===== config.mk =====
export PLATFORM = sky130hd
export DESIGN_NAME = atanh_approx_4bit_stream
export DESIGN_NICKNAME = d
export VERILOG_FILES = /design/src/rtl/atanh_approx_4bit_stream.sv
export SDC_FILE = /design/constraint.sdc
export NUM_CORES = 1
export LEC_CHECK = 0
export ABC_AREA = 1
export CAP_MARGIN = 0
export CORE_MARGIN = 2
export CORE_UTILIZATION = 25
export DETAILED_ROUTE_END_ITERATION = 10
export HOLD_SLACK_MARGIN = 0.02
export SYNTH_ARGS = -nofsm -noshare
export SYNTH_HDL_FRONTEND = slang
export SYNTH_SLANG_ARGS = --single-unit

===== constraint.sdc =====
create_clock -name clk -period 1.1 [get_ports clk]
set_input_delay 0.22 -clock clk [delete_from_list [all_inputs] [get_ports clk]]
set_output_delay 0.22 -clock clk [all_outputs]
set_load 0.02 [all_outputs]

===== src/rtl/atanh_approx_4bit_stream.sv =====
// atanh_approx_4bit_stream
// Streaming atanh approximation: maps an unsigned Q0.4 tanh-domain code to an
// unsigned Q2.2 atanh-domain code through a fixed lookup table. A two-stage
// valid/ready pipeline sustains one sample per cycle and holds its output
// stable under backpressure.
module atanh_approx_4bit_stream #(
    parameter int ROUND_MODE = 1
) (
    input  logic       clk,
    input  logic       rst_n,
    input  logic [3:0] In,
    input  logic       in_valid,
    output logic       in_ready,
    output logic [3:0] Out1,
    output logic       out_valid,
    input  logic       out_ready,
    output logic       sat,
    output logic [7:0] count
);

    // Fixed tables of round/floor(4*atanh(In/16)); In = 15 clips at y = 1.
    function automatic logic [3:0] atanh_lut(input logic [3:0] code);
        logic [3:0] r;
        r = '0;
        if (ROUND_MODE == 1) begin
            case (code)
                4'd0, 4'd1:               r = 4'd0;
                4'd2, 4'd3, 4'd4, 4'd5:   r = 4'd1;
                4'd6, 4'd7, 4'd8:         r = 4'd2;
                4'd9, 4'd10, 4'd11:       r = 4'd3;
                4'd12:                    r = 4'd4;
                4'd13, 4'd14:             r = 4'd5;
                default:                  r = 4'd7;
            endcase
        end else begin
            case (code)
                4'd0, 4'd1, 4'd2, 4'd3:   r = 4'd0;
                4'd4, 4'd5, 4'd6, 4'd7:   r = 4'd1;
                4'd8, 4'd9, 4'd10:        r = 4'd2;
                4'd11, 4'd12:             r = 4'd3;
                4'd13:                    r = 4'd4;
                4'd14:                    r = 4'd5;
                default:                  r = 4'd6;
            endcase
        end
        return r;
    endfunction

    logic [3:0] s1_data;
    logic       s1_valid;
    logic       s2_valid;
    logic       s2_load;
    logic       in_xfer;
    logic       out_xfer;

    assign out_valid = s2_valid;
    assign out_xfer  = s2_valid && out_ready;
    assign s2_load   = s1_valid && (!s2_valid || out_ready);
    assign in_ready  = !s1_valid || s2_load;
    assign in_xfer   = in_valid && in_ready;

    // Stage 1: capture the raw input code on an input transfer.
    always_ff @(posedge clk or negedge rst_n) begin
        if (!rst_n) begin
            s1_data  <= '0;
            s1_valid <= 1'b0;
        end else begin
            if (in_xfer) begin
                s1_data  <= In;
                s1_valid <= 1'b1;
            end else if (s2_load) begin
                s1_valid <= 1'b0;
            end
        end
    end

    // Stage 2: register the looked-up result and saturation flag.
    always_ff @(posedge clk or negedge rst_n) begin
        if (!rst_n) begin
            Out1     <= '0;
            sat      <= 1'b0;
            s2_valid <= 1'b0;
        end else begin
            if (s2_load) begin
                Out1     <= atanh_lut(s1_data);
                sat      <= (s1_data == 4'd15);
                s2_valid <= 1'b1;
            end else if (out_xfer) begin
                s2_valid <= 1'b0;
            end
        end
    end

    // Completed output transfers, wrapping modulo 256.
    always_ff @(posedge clk or negedge rst_n) begin
        if (!rst_n) begin
            count <= '0;
        end else if (out_xfer) begin
            count <= count + 8'd1;
        end
    end

endmodule


==> results.cfg, run 1 <==
[status]
status = finished with violations
violations = setup timing

[worst_setup_path]
cp-start-kind = flip-flop
critical_path_required_ns = 0.88
slowest_stage = sky130_fd_sc_hd__dfrtp_2
cp_cell_sequence = nand3_2, buf_6
reg2regPathDepth = 7
rrSetupSlack_ns = -0.04
worstReg2RegEnd = count[6]$_DFFE_PN0P_
cp_max_fo = 4
endpoint_kind = primary output
timing.setup.critical_path_class = reg2out
cp_top_delay_family = flip-flops
max_stage_delay_ns = 0.44
cp_data_arrival_time_ns = 0.94
r2r-start = count[0]$_DFFE_PN0P_
critPathBufInv = 1

[cts]
worst_skew_pair.late_latency_ns = 0.29
cts_made_buffers = 3
cts.sinks = 18
clockRootBuffer = sky130_fd_sc_hd__clkbuf_4
clock_tree.htree_level_count = 1
cts_max_path_buffers = 2
cts.clk_slew.worst_paths_ns = 0.11
cts_tree = built

[hold_path]
hp-class = in2async

[placed_design]
place_area_mm2 = 0.00121
count_of_input_and_output_buffers = 21
gp_congestion = 0.758
dpl_wire_length_um = 1300

[drt]
detailroute.via_count = 762
avgRoutedWirePerCell_um = 9.93
wl_met2_um = 936
routed_wl_um = 1840
routed-wl-met3_um = 94
antenna_left = 0
detail_route.wirelength.met1_um = 778
top_layer_used = met4
1st_pass_router_iterations = 4
viasPerCell = 4.12
detail_route.drc_violations = 0
initialDrtViolationCount = 8

[sta]
timing.final.hold_violations = 0
maximum_clock_skew_at_final_layout_ns = 0.00266
grt_setup_unrepaired = true
finalMaxSlewViolations = 0
finalWorstPathRequiredPeriod_ns = 1.16
finalWorstSetupSlack_ns = -0.0593
fin_hold_ws_ns = 0.250
setup_viol = 6
timing.fmax_mhz = 863
layout_worst_path_cycle_share_pct = 105
timing.setup.tns_ns = -0.163

[synth]
synth_top_cell_area_share_pct = 54.1
yosysWarningCount = 0
mappedNetlistArea_um2 = 832
synth_fp_nets = 109
synth_cell_types = 17
synth_seq_cells = 18
synth-seq-area-share_pct = 54.1
synth.top_cells.by_area = sky130_fd_sc_hd__dfrtp_1 54%, sky130_fd_sc_hd__nand2_1 16%, sky130_fd_sc_hd__inv_1 6.8%
yosysTopAreaCell = sky130_fd_sc_hd__dfrtp_1
postSynthAreaPerCell_um2 = 8.40
synthCells = 99

[pwr]
power_mw = 2.99
power_density_mw_per_mm2 = 2240
leakagePower_nw = 0.685
ir_worst_vdd_uv = 787

[grt]
maximum_number_of_pins_on_one_net_before_global_route_repair = 19
antenna_found_initial = 0
grt_pass1_vias = 778
grt_use_total_pct = 10.5
first_pass_grt_wire_length_um = 2950
grt_remaining_overflow = 0

[layout]
finalNetCount = 152
syn_to_final_growth_pct = 60.2
final_core_utilization_pct = 42.9
sequential_cell_area_um2 = 454
design_area_mm2 = 0.00133
multi_input_comb_area_um2 = 384
layout-drive-gt1-share_pct = 38.3
fillerInstances = 342
antenna_cells_inserted = 0

[run]
maxCapViolations = 0

[die]
die_height_um = 61.7
row_count = 20
chipWidth_um = 61.7
initial_core_util_pct = 26.8
floorplan.die_area_mm2 = 0.00381
core_mm2 = 0.00310
ioPinCount = 23
-- cells in the mapped netlist --
cell	n
sky130_fd_sc_hd__o211ai_1	1
sky130_fd_sc_hd__buf_4	1
sky130_fd_sc_hd__xnor2_1	1
sky130_fd_sc_hd__nand3_1	9
sky130_fd_sc_hd__nor2_2	1
sky130_fd_sc_hd__nand2_2	1
sky130_fd_sc_hd__ha_1	2
sky130_fd_sc_hd__nor2_1	4
sky130_fd_sc_hd__xor2_1	3
sky130_fd_sc_hd__o21ai_0	2
sky130_fd_sc_hd__mux2_2	1
sky130_fd_sc_hd__a21oi_1	1
sky130_fd_sc_hd__inv_1	15
sky130_fd_sc_hd__conb_1	1
sky130_fd_sc_hd__nand4_1	2
sky130_fd_sc_hd__nand2_1	36
sky130_fd_sc_hd__dfrtp_1	18
-- repair_timing --
item,in CTS,in global routing
endpoints found under the setup margin,23,22
resized for setup,75,23
pin swaps,2,2
buffers inserted,0,3
hold buffers,0,0
-- how the worst max path moves through the flow --
| stage | end | slack (ns) | depth (start not counted) | startpoint |
|---|---|---|---|---|
| global route | in_ready | -0.11 | 2 | out_valid$_DFFE_PN0P_ |
| global placement | in_ready | -0.57 | 4 | out_ready |
| CTS | in_ready | -0.08 | 2 | out_valid$_DFFE_PN0P_ |
| detailed placement | in_ready | -0.57 | 4 | out_ready |
| floorplan | count[1]$_DFFE_PN0P_ | -0.006 | 2 | count[1]$_DFFE_PN0P_ |
| finish | in_ready | -0.06 | 2 | out_valid$_DFFE_PN0P_ |
-- layout make-up --
| class | instances | area share [%] |
|---|---|---|
| flip-flops and latches | 18 | 34.1 |
| repair buffers | 39 | 26.0 |
| multi-input cells | 65 | 28.8 |
| inverters | 15 | 4.23 |
| well taps | 44 | 4.13 |
| clock buffers | 4 | 2.72 |
-- power by group --
group / internal [mW] / total [mW] / switching (mW) / leakage (nW)
combinational: 0.780 / 1.54 / 0.761 / 0.452
sequential: 0.867 / 1.03 / 0.166 / 0.212
clock: 0.202 / 0.411 / 0.210 / 0.0210
total: 1.85 / 2.99 / 1.14 / 0.685
-- cells by family (layout without fill, tap and decap cells) --
group / Yosys count / in the layout / synth area share, %
AOI/OAI and AO/OA: 4 / 4 / 2.71
xor gates and xnor gates: 4 / 4 / 4.21
adders and majority gates: 2 / 2 / 3.01
buffers and inverters: 16 / 58 / 7.67
DFF: 18 / 18 / 54.1
muxes: 1 / 1 / 1.35
other: 1 / 1 / 0.451
and+or+nand+nor: 53 / 53 / 26.5
-- through the flow --
step / setup WS [ns] / std cells
2_1_floorplan: -0.00550 / 99
3_3_place_gp: -0.574 / 178
3_5_place_dp: -0.568 / 178
4_1_cts: -0.0756 / 182
5_1_grt: -0.111 / 185
6_report: -0.0593 / 185
-- flip-flops by register name, indices dropped and copies added (netlist names) --
name	cells
Out1	3
count	8
out_valid	1
s1_data	4
s1_valid	1
sat	1
-- per-layer routing --
layer  up-vias  GRT usage, %
met2        20          19.8
met3         5          2.48
met1       350          10.6
li1        387             -
met4         0          5.17
met5         -             0
-- cells in the final DEF (no fill, tap or decap), types with 2 or more instances in the layout --
master	n
sky130_fd_sc_hd__nand2_1	34
sky130_fd_sc_hd__buf_4	17
sky130_fd_sc_hd__dfrtp_1	15
sky130_fd_sc_hd__buf_6	12
sky130_fd_sc_hd__inv_1	11
sky130_fd_sc_hd__nand3_1	6
sky130_fd_sc_hd__clkdlybuf4s50_1	6
sky130_fd_sc_hd__inv_2	4
sky130_fd_sc_hd__nand3_2	3
sky130_fd_sc_hd__xor2_1	3
sky130_fd_sc_hd__nor2_1	3
sky130_fd_sc_hd__clkbuf_4	3
sky130_fd_sc_hd__dfrtp_2	3
sky130_fd_sc_hd__buf_2	3
sky130_fd_sc_hd__o21ai_1	2
sky130_fd_sc_hd__nand2_2	2
sky130_fd_sc_hd__nor2_4	2
sky130_fd_sc_hd__nand4_1	2
No activity file was read; power rests on OpenSTA's default activity.
==> run 2: changes to the inputs <==
- GPL_TIMING_DRIVEN: not set -> 0
==> run 2 against run 1 <==
Net effect:
- the run ends with hold timing, setup timing left
- fmax down 1.5%
- total power down 5.8%
- flip-flop and latch count unchanged
- sequential share of layout area up 1.7 points
- non-clock buffer count down 8
- register-to-register slack better by 0.03 ns
- largest cell class unchanged
- largest power group unchanged
==> results.cfg, run 2 (synthesis gave the netlist of run 1 again) <==
[status]
status = finished with violations
violations = hold timing, setup timing

[layout]
layout.cells.most_common_list = 34 x sky130_fd_sc_hd__nand2_1, 15 x sky130_fd_sc_hd__dfrtp_1, 12 x sky130_fd_sc_hd__inv_1, 12 x sky130_fd_sc_hd__buf_6, 11 x sky130_fd_sc_hd__buf_4
final_cells = 177
antenna_cells_inserted = 0
syn_to_final_growth_pct = 52.3
final_core_utilization_pct = 40.8
largest_registers = count x8, s1_data x4, Out1 x3
finalNetCount = 144
most_flops_register = count
layout-drive-gt1-share_pct = 33.8
layout.cells.most_common = sky130_fd_sc_hd__nand2_1
number_of_flip_flops_in_the_largest_register = 8

[sta]
slew-limit-headroom_pct = 45.7
timing.fmax_mhz = 850
finalWorstPathRequiredPeriod_ns = 1.18
setup_viol = 5
grt_setup_unrepaired = true
layout_worst_path_cycle_share_pct = 107
worst_slew_pin_slew_ns = 0.812
timing.setup.tns_ns = -0.154
fin_hold_ws_ns = -0.00459
finalWorstSetupSlack_ns = -0.0764
finalMaxSlewViolations = 0
timing.final.hold_violations = 9
maximum_clock_skew_at_final_layout_ns = 0.0104

[die]
initial_core_util_pct = 26.8
core_mm2 = 0.00310
floorplan.die_area_mm2 = 0.00381
ioPinCount = 23
die_height_um = 61.7
chipWidth_um = 61.7
row_count = 20

[placed_design]
dpl_wire_length_um = 1140
count_of_input_and_output_buffers = 21
numPlacedInstances = 164
gp_congestion = 0.788

[worst_setup_path]
cp-start-kind = flip-flop
reg2regPathDepth = 2
critical_path_required_ns = 0.88
timing.setup.critical_path_class = reg2out
cp_data_arrival_time_ns = 0.96
endpoint_kind = primary output
cp_max_fo = 5

[cts]
cts_tree = built
worst_skew_pair.late_latency_ns = 0.29
cts_made_buffers = 3
clock_tree.htree_level_count = 1
cts.clk_slew.worst_paths_ns = 0.11
cts.sinks = 18
clockRootBuffer = sky130_fd_sc_hd__clkbuf_4
cts_max_path_buffers = 2

[grt]
maximum_number_of_pins_on_one_net_before_global_route_repair = 19
grt_pass1_vias = 661
grt_remaining_overflow = 0
grt_use_total_pct = 9.43
antenna_found_initial = 0
first_pass_grt_wire_length_um = 2660

[hold_path]
hp-class = in2async

[drt]
initialDrtViolationCount = 23
avgRoutedWirePerCell_um = 9.79
detailroute.via_count = 721
detail_route.drc_violations = 0
routed_wl_um = 1730
viasPerCell = 4.07
antenna_left = 0
1st_pass_router_iterations = 3

[pwr]
power_density_mw_per_mm2 = 2220
ir_worst_vdd_uv = 740
leakagePower_nw = 0.657

[run]
maxCapViolations = 0
==> run 2: cell count changes in the layout (fill, tap and decap cells not counted), sizes merged <==
cell,change
buf,-8
dlymetal6s2s,+1
clkdlybuf4s50,-1
==> run 2: area by class of cell <==
cell class / count / area (um2)
Buffer: 1 / 7.51
Clock buffer: 4 / 26.3
Fill cell: 330 / 1840
Inverter: 15 / 56.3
Multi-Input combinational cell: 65 / 382
Sequential cell: 18 / 454
Tap cell: 44 / 55.1
Timing Repair Buffer: 30 / 287
==> run 2: metrics by stage <==
stage | power, mW | area (um2) | worst slack [ns]
floorplan | 1.65 | 841 | -0.00550
global placement | 2.10 | 1110 | -0.661
detailed placement | 2.13 | 1110 | -0.666
CTS | 2.53 | 1140 | -0.0843
global route | 3.02 | 1270 | -0.140
finish | 2.81 | 1270 | -0.0764
==> run 2: where the power goes <==
part / leakage (nW) / total, mW / internal [mW] / switching, mW
logic: 0.430 / 1.41 / 0.694 / 0.716
clock network: 0.0150 / 0.344 / 0.141 / 0.203
registers: 0.212 / 1.06 / 0.868 / 0.190
==> run 2: path summary, 6_finish.rpt <==
kind	from	endpoint	slack [ns]
min in group clk	out_ready	out_valid$_DFFE_PN0P_	0.38
hold / removal	rst_n	count[2]$_DFFE_PN0P_	-0.005
setup reg to reg	out_valid$_DFFE_PN0P_	count[1]$_DFFE_PN0P_	-0.01
setup / recovery	out_valid$_DFFE_PN0P_	in_ready	-0.08
hold reg to reg	s1_data[0]$_DFFE_PN0P_	s1_data[0]$_DFFE_PN0P_	0.51
max in group asynchronous	rst_n	out_valid$_DFFE_PN0P_	0.54
==> run 2: what timing repair did <==
action                                  in CTS  in global routing
pin swaps                                    1                  3
gates resized for setup                     67                 31
endpoints found under the setup margin      18                 26
buffers inserted                             7                  2
hold buffers                                 0                  0
==> run 2: per-layer routing <==
metal,share of wire (%),up-vias,global-route usage (%)
met4,0,0,0.912
met5,0,-,0
li1,-,373,-
met2,53,17,16.8
met3,5.8,0,3.73
met1,41,331,11.1
==> run 2: critical path: stages, from the launching register on <==
cell and delay, ns:
sky130_fd_sc_hd__dfrtp_2 0.44, sky130_fd_sc_hd__nand3_4 0.09, sky130_fd_sc_hd__buf_6 0.14
==> run 3: changes to the inputs <==
- CTS_BUF_LIST: not set -> sky130_fd_sc_hd__clkbuf_16
- SKIP_LAST_GASP: not set -> 1
==> run 3 against run 2 <==
Net effect:
- the flow finishes with violations (setup timing)
- wire length shrank 7.3%
- highest routed layer unchanged
- sequential share of layout area is 2.3 points higher
- global-route usage is 0.22 points higher
- die area stayed put
- first-iteration DRC count shrank 39%
- sequential power about the same
- non-clock buffer count down 3
- setup slack better by 0.038 ns
==> results.cfg, run 3 (synthesis gave the netlist of run 1 again) <==
[sta]
maximum_clock_skew_at_final_layout_ns = 0.00354
finalWorstSetupSlack_ns = -0.0389
layout_worst_path_cycle_share_pct = 104
grt_setup_unrepaired = true
timing.final.hold_violations = 0
timing.setup.tns_ns = -0.0389
setup_viol = 1
finalMaxSlewViolations = 0
worst_slew_pin_slew_ns = 0.794
timing.fmax_mhz = 878
slew-limit-headroom_pct = 46.9
finalWorstPathRequiredPeriod_ns = 1.14
fin_hold_ws_ns = 0.0481

[cts]
cts_max_path_buffers = 2
cts.sinks = 18
postCtsHoldBufs = 0
clock_tree.htree_level_count = 1
clockRootBuffer = sky130_fd_sc_hd__clkbuf_16
worst_skew_pair.late_latency_ns = 0.25
cts_tree = built
cts_made_buffers = 3
cts.clk_slew.worst_paths_ns = 0.05

[die]
chipWidth_um = 61.7
row_count = 20
core_mm2 = 0.00310
die_height_um = 61.7
initial_core_util_pct = 26.8
ioPinCount = 23
floorplan.die_area_mm2 = 0.00381

[drt]
detail_route.drc_violations = 0
routed_wl_um = 1610
initialDrtViolationCount = 14
detailroute.via_count = 709
antenna_left = 0
avgRoutedWirePerCell_um = 9.22
viasPerCell = 4.07
1st_pass_router_iterations = 4

[layout]
layout.cells.most_common = sky130_fd_sc_hd__nand2_1
finalNetCount = 141
most_flops_register = count
design_area_mm2 = 0.00119
number_of_flip_flops_in_the_largest_register = 8
syn_to_final_growth_pct = 43.2
layout-drive-gt1-share_pct = 26.2
largest_registers = count x8, s1_data x4, Out1 x3
layout.cells.most_common_list = 36 x sky130_fd_sc_hd__nand2_1, 15 x sky130_fd_sc_hd__dfrtp_1, 15 x sky130_fd_sc_hd__inv_1, 13 x sky130_fd_sc_hd__buf_2, 8 x sky130_fd_sc_hd__nand3_1
antenna_cells_inserted = 0

[grt]
grt_remaining_overflow = 0
first_pass_grt_wire_length_um = 2670
met1_usage_pct = 11.3
global_route.usage.met2_pct = 16.4
maximum_number_of_pins_on_one_net_before_global_route_repair = 19
use_met3_pct = 3.73
antenna_found_initial = 0
grt_use_total_pct = 9.64
grt_pass1_vias = 646
busiest_layer = met2

[worst_setup_path]
cp_top_delay_family = flip-flops
endpoint_kind = primary output
cp-start-kind = flip-flop
critical_path_required_ns = 0.88
timing.setup.critical_path_class = reg2out
max_stage_delay_ns = 0.42
cp_max_fo = 5
slowest_stage = sky130_fd_sc_hd__dfrtp_2
cp_data_arrival_time_ns = 0.92
critPathBufInv = 1
cp_cell_sequence = nand3_4, buf_6

[pwr]
internal_power_mw = 1.78
power.share.clock_pct = 25.5
power.sequential.fraction_pct = 36.9
leakagePower_nw = 0.639
ir_worst_vdd_uv = 822
pwr-share-comb_pct = 37.6
power_mw = 2.80
swShare_pct = 36.5
p_sw_mw = 1.02
power_density_mw_per_mm2 = 2350

[placed_design]
count_of_input_and_output_buffers = 21
place_area_mm2 = 0.00111
dpl_wire_length_um = 1140
gp_congestion = 0.788

[status]
violations = setup timing
status = finished with violations

[run]
maxCapViolations = 0

[hold_path]
hp-class = in2async
==> run 3: changes by cell type in the layout (fill, tap and decap cells not counted), sizes merged <==
cell    before  now
buf         24   21
clkbuf       4    3
inv         15   16
==> run 3: metal layers <==
layer  up-vias  share of wire (%)
li1        367                  -
met1       325                 42
met3         0                6.7
met5         -                  0
met4         0                  0
met2        17                 51
==> run 3: what timing repair did <==
item / in CTS / in global routing
buffers inserted: 5 / 2
resized for setup: 61 / 5
pin swaps: 0 / 1
endpoints found under the setup margin: 20 / 29
==> run 3: final timing paths <==
kind / from / end / slack (ns) / cells after the start
setup / recovery: out_valid$_DFFE_PN0P_ / in_ready / -0.04 / 2
max in group asynchronous: rst_n / out_valid$_DFFE_PN0P_ / 0.50 / 1
min in group clk: out_ready / out_valid$_DFFE_PN0P_ / 0.43 / 4
hold / removal: rst_n / count[2]$_DFFE_PN0P_ / 0.05 / 1
setup reg to reg: out_valid$_DFFE_PN0P_ / count[1]$_DFFE_PN0P_ / 0.01 / 2
hold reg to reg: Out1[1]$_DFFE_PN0P_ / Out1[1]$_DFFE_PN0P_ / 0.48 / 2
==> run 3: cell type report <==
cell class / instances / area (um2)
buffer: 1 / 7.51
clock buffer: 3 / 75.1
clock inverter: 1 / 3.75
fill: 347 / 1910
inverter: 15 / 56.3
multi-input combinational: 65 / 347
sequential: 18 / 454
tap: 44 / 55.1
timing repair buffer: 27 / 193
==> run 3: power groups by stage <==
stage          logic [mW]  clock network (mW)  registers, mW
3_3_place_gp         1.03                   0           1.07
4_1_cts              1.07               0.743           1.03
3_5_place_dp         1.05                   0           1.08
5_1_grt              1.17               0.768           1.07
2_1_floorplan       0.387                   0           1.26
6_report             1.05               0.713           1.03
==> run 3: metrics by stage <==
| step | cells | worst slack (ns) | util [%] |
|---|---|---|---|
| floorplan | 99 | -0.00550 | - |
| global placement | 164 | -0.661 | 35.6 |
| detailed placement | 164 | -0.666 | 35.6 |
| CTS | 173 | -0.0774 | 37.8 |
| global route | 174 | -0.0836 | 38.4 |
| finish | 174 | -0.0389 | 38.4 |
